[src/rtl/seven_seg_scanner.sv]
// seven_seg_scanner
//   Drives a 4-digit, common-anode, multiplexed seven-segment display from
//   four BCD digits. One digit is lit at a time for REFRESH_DIV clocks. The
//   digit values and decimal-point mask are captured once per frame, at the
//   end of digit 3, so a frame always shows one coherent value. Leading zeros
//   can optionally be blanked, and any non-BCD nibble is shown as a dash.
//
// Parameters
//   REFRESH_DIV   clk cycles each digit stays lit (>= 2)
//   BLANK_LEADING 1 = blank leading zeros, 0 = always show all four digits
//
// Ports
//   clk        system clock, rising edge
//   rst        synchronous, active-high reset
//   en         1 = scan; 0 = hold scan state and blank the display
//   thousands  BCD digit 3 (most significant)
//   hundreds   BCD digit 2
//   tens       BCD digit 1
//   ones       BCD digit 0
//   dp_mask    bit k = 1 lights the decimal point on digit k
//   anode      active-low digit enables, bit k = digit k (registered)
//   segments   active-low segments {g,f,e,d,c,b,a} (registered)
//   dp         active-low decimal point (registered)

module seven_seg_scanner #(
   parameter int unsigned REFRESH_DIV   = 100000,
   parameter bit          BLANK_LEADING = 1'b1
) (
   input  logic       clk,
   input  logic       rst,
   input  logic       en,
   input  logic [3:0] thousands,
   input  logic [3:0] hundreds,
   input  logic [3:0] tens,
   input  logic [3:0] ones,
   input  logic [3:0] dp_mask,
   output logic [3:0] anode,
   output logic [6:0] segments,
   output logic       dp
);

   localparam int unsigned CW = (REFRESH_DIV > 2) ? $clog2(REFRESH_DIV) : 1;
   localparam logic [CW-1:0] CNT_LAST = CW'(REFRESH_DIV - 1);

   localparam logic [6:0] SEG_BLANK = 7'b1111111;
   localparam logic [6:0] SEG_DASH  = 7'b0111111;

   // Active-low {g..a} pattern for one nibble; 10..15 render as a dash.
   function automatic logic [6:0] decode(input logic [3:0] nib);
      logic [6:0] s;
      case (nib)
         4'd0:    s = 7'b1000000;
         4'd1:    s = 7'b1111001;
         4'd2:    s = 7'b0100100;
         4'd3:    s = 7'b0110000;
         4'd4:    s = 7'b0011001;
         4'd5:    s = 7'b0010010;
         4'd6:    s = 7'b0000010;
         4'd7:    s = 7'b1111000;
         4'd8:    s = 7'b0000000;
         4'd9:    s = 7'b0010000;
         default: s = SEG_DASH;
      endcase
      return s;
   endfunction

   // ------------------------------------------------------------------
   // State
   // ------------------------------------------------------------------
   logic [CW-1:0]   div_cnt_q, div_cnt_d;
   logic [1:0]      idx_q,     idx_d;
   logic [3:0][3:0] lat_q,     lat_d;     // lat_q[k] = latched digit k
   logic [3:0]      lat_dp_q,  lat_dp_d;

   logic [3:0]      anode_q,   anode_d;
   logic [6:0]      seg_q,     seg_d;
   logic            dp_q,      dp_d;

   logic            tick;
   logic [3:0]      blank;
   logic [3:0]      cur_nib;

   assign tick = en && (div_cnt_q == CNT_LAST);

   // Leading-zero blanking works on the latched frame, so the blank pattern
   // is stable for a whole frame. Any non-BCD nibble is nonzero here and so
   // stops blanking of the digits below it. Digit 0 is never blanked.
   always_comb begin
      blank    = '0;
      blank[3] = BLANK_LEADING && (lat_q[3] == 4'd0);
      blank[2] = BLANK_LEADING && (lat_q[3] == 4'd0) && (lat_q[2] == 4'd0);
      blank[1] = BLANK_LEADING && (lat_q[3] == 4'd0) && (lat_q[2] == 4'd0)
                               && (lat_q[1] == 4'd0);
   end

   assign cur_nib = lat_q[idx_q];

   // ------------------------------------------------------------------
   // Scan counter, digit index and frame latch
   // ------------------------------------------------------------------
   always_comb begin
      div_cnt_d = div_cnt_q;
      idx_d     = idx_q;
      lat_d     = lat_q;
      lat_dp_d  = lat_dp_q;

      if (en) begin
         if (tick) begin
            div_cnt_d = '0;
            idx_d     = idx_q + 2'd1;
            // Capture the next frame on the same edge that idx wraps to 0.
            if (idx_q == 2'd3) begin
               lat_d[3] = thousands;
               lat_d[2] = hundreds;
               lat_d[1] = tens;
               lat_d[0] = ones;
               lat_dp_d = dp_mask;
            end
         end else begin
            div_cnt_d = div_cnt_q + 1'b1;
         end
      end
   end

   // ------------------------------------------------------------------
   // Registered display drive, one cycle behind the scan state
   // ------------------------------------------------------------------
   always_comb begin
      anode_d = '1;
      seg_d   = SEG_BLANK;
      dp_d    = 1'b1;

      if (en) begin
         anode_d = ~(4'b0001 << idx_q);
         dp_d    = ~lat_dp_q[idx_q];
         // A blanked digit keeps its anode on; only the segments go dark.
         seg_d   = blank[idx_q] ? SEG_BLANK : decode(cur_nib);
      end
   end

   always_ff @(posedge clk) begin
      if (rst) begin
         div_cnt_q <= '0;
         idx_q     <= '0;
         lat_q     <= '0;
         lat_dp_q  <= '0;
         anode_q   <= '1;
         seg_q     <= SEG_BLANK;
         dp_q      <= 1'b1;
      end else begin
         div_cnt_q <= div_cnt_d;
         idx_q     <= idx_d;
         lat_q     <= lat_d;
         lat_dp_q  <= lat_dp_d;
         anode_q   <= anode_d;
         seg_q     <= seg_d;
         dp_q      <= dp_d;
      end
   end

   assign anode    = anode_q;
   assign segments = seg_q;
   assign dp       = dp_q;

endmodule

[config.mk]
export PLATFORM = sky130hd
export DESIGN_NAME = seven_seg_scanner
export DESIGN_NICKNAME = d
export VERILOG_FILES = /design/src/rtl/seven_seg_scanner.sv
export SDC_FILE = /design/constraint.sdc
export NUM_CORES = 1
export LEC_CHECK = 0
export ABC_AREA = 1
export BUFFER_PORTS_ARGS = -buffer_cell sky130_fd_sc_hd__buf_4
export CAP_MARGIN = 20
export CORE_ASPECT_RATIO = 0.5
export CORE_UTILIZATION = 24
export CTS_CLUSTER_SIZE = 28
export DETAILED_ROUTE_END_ITERATION = 8
export PLACE_DENSITY = 0.41
export SYNTH_ARGS = -nofsm -noshare
export SYNTH_HDL_FRONTEND = slang
export SYNTH_SLANG_ARGS = --single-unit
[constraint.sdc]
create_clock -name clk -period 1.75 [get_ports clk]
set_input_delay 0.175 -clock clk [delete_from_list [all_inputs] [get_ports clk]]
set_output_delay 0.175 -clock clk [all_outputs]
set_load 0.02 [all_outputs]
==> impl_metrics.tcl <==
set metrics [dict create \
    status "finished, final reports clean" \
    worst_pin_slew_ps 334 \
    synth-async-reset-ratio_pct 0 \
    start_util_pct 24.9 \
    dpl-instance-area_um2 3220 \
    postCtsSetupRepairBufs 0 \
    post-route-period-util_pct 88.4 \
    rsz0062_at_grt "false" \
    finalSetupTns_ps 0 \
    maxSlewViolCount 0 \
    syn_nets 458 \
    dp_cells 604 \
    grt_pass1_vias 2455 \
    postSynthCellCount 425 \
    first_iter_violations 121 \
    max_freq_mhz 646 \
    clockBufferDepth 2 \
    diodes 0 \
    post_layout_nonfiller_instances 612 \
    max_cap_viol_count 0 \
    cts_sinks 51 \
    overflow 0 \
    die_h_um 77.7 \
    syn2layout_area_growth_pct 22.7 \
    grt_max_degree 21 \
    cp_max_fo 5 \
    final_cell_mix "107 x nand2_1, 81 x inv_1, 55 x nor2_1" \
    synth_cell_types 30 \
    cts_hold_buf 0 \
    detail-route-antenna-nets 0 \
    arrival_ps 1710 \
    power_density_nw_per_um2 698 \
    min_path_type "in -> reg" \
    fin_area_um2 3380 \
    cp-end-kind "flip-flop" \
    start_kind "flip-flop" \
    worstSetupStartpoint "idx_q[1]" \
    grt_usage_pct 12.2 \
    relSlewSlack_pct 77.6 \
    routed_via_density 4.08 \
    hpwlAfterDp_um 5070 \
    drive_above_1_share_pct 16.5 \
    worstSetupPathType "reg -> reg" \
    synth-main-ff-cell "dfxtp_1" \
    htreeDepth 2 \
    synth_seq_cells 51 \
    synth_top_area_share_pct 37.1 \
    final-hold-violation-count 0 \
    final_common_cell "nand2_1" \
    grt_pass1_wl_um 11700 \
    synthTopCellsByArea "dfxtp_1 37%, nand2_1 15%, inv_1 11%" \
    antenna_found_initial 0 \
    required_ps 1920 \
    synth.avg_cell_area_um2 6.48 \
    multiInputGateArea_um2 1310 \
    num_vias 2498 \
    cts.repair.resized 0 \
    fin_util_pct 30.5 \
    synth-edff-count 0 \
    min-delay-start "rst" \
    wirelength_um 6500 \
    coreArea_um2 11100 \
    min_period_ps 1550 \
    drc 0 \
    fp.dieW_um 153 \
    timing.rr.start "idx_q[1]" \
    num_io_pins 35 \
    yosysTopAreaCell "dfxtp_1" \
    fillerInstances 1244 \
    first_pass_iters 4 \
    finClkSkew_ps 7.98 \
    clk_latency_ps 300 \
    path_clk_slew_ps 70 \
    finalSetupViolCount 0 \
    rows 27 \
    die_area_um2 11900 \
    yosys_warnings 0 \
    synthesis.area_um2 2750 \
    seqCellArea_um2 1020 \
    layout.nets 499 \
    wire_per_inst_um 10.6 \
    portBuffers 34 \
    gp_congestion 0.788 \
    leakage_nw 1.56 \
    cts-root-buf "clkbuf_16" \
    vdd_drop_max_v 0.000276 \
    yosysSeqAreaShare_pct 37.1 \
    cts_made_buffers 5 \
    cts_tree "yes" \
]
-- power by group --
group          internal (mW)  total (mW)  switching (mW)
registers               1.17        1.18         0.00604
logic                 0.0642       0.133          0.0686
clock network          0.609        1.05           0.438
total                   1.85        2.36           0.512
-- flip-flops by register name, indices dropped and copies added, names as in the netlist --
register   flops
div_cnt_q     17
lat_q         16
segments       7
anode          4
lat_dp_q       4
idx_q          2
dp             1
-- area by class of cell --
cell class	instances	share of cell area (%)
Clock inverter	1	0.222
Timing Repair Buffer	49	10.9
Tap cell	145	5.37
Clock buffer	7	4.52
Sequential cell	51	30.2
Inverter	89	9.89
Multi-Input combinational cell	270	38.9
-- synthesized netlist by cell type (2+ instances only) --
master,number
nand2_1,108
inv_1,81
nor2_1,55
dfxtp_1,51
nand3_1,29
nand4_1,25
a21oi_1,10
ha_1,10
inv_2,8
o21ai_0,7
buf_2,6
nor3_1,6
nand2_2,3
a211oi_1,2
buf_1,2
buf_4,2
buf_6,2
clkbuf_1,2
nand3_2,2
nor2_4,2
nor3b_1,2
o21ai_1,2
-- final timing paths --
kind                        end  slack, ps  cells past startpoint
setup / recovery    segments[3]        200                      9
hold / removal         idx_q[0]        100                      2
setup reg to reg    segments[3]        200                      9
hold reg to reg   div_cnt_q[10]        490                      2
-- logic make-up (layout without fill, tap and decap cells) --
family / count (synthesis) / in the layout / share of synthesized area [%]
buffers and inverters: 104 / 146 / 15.3
flip-flops: 51 / 51 / 37.1
adder cells (fa/ha/maj): 10 / 10 / 4.54
AND/OR/NAND/NOR: 234 / 234 / 37.5
XOR/XNOR: 2 / 2 / 0.636
AO/OA/AOI/OAI: 24 / 24 / 4.95
-- stage by stage --
stage | hold slack [ps] | power, mW | worst slack [ps]
final | 96.2 | 2.36 | 203
after global routing | 110 | 2.48 | 2.48
after CTS | 100 | 2.41 | 116
after detailed placement | 421 | 1.34 | 121
after global placement | 424 | 1.34 | 157
after floorplan | 247 | 1.27 | 177
-- critical path: stages (launching register included) --
cell	delay (ps)
dfxtp_1	420
inv_2	50
a21oi_1	110
o21ai_0	130
nand2_2	130
inv_1	90
ha_1	280
nand2_1	60
nand3_1	70
nand3_1	70
-- metal layers --
| metal | up-vias | track usage, % | wire [um] |
|---|---|---|---|
| li1 | 1380 | - | - |
| met1 | 1092 | 15.5 | 3440 |
| met2 | 18 | 20.2 | 2780 |
| met3 | 8 | 2.79 | 176 |
| met4 | 0 | 4.80 | 104 |
| met5 | - | 0 | 0 |
Power figures use the tool's default switching activity.
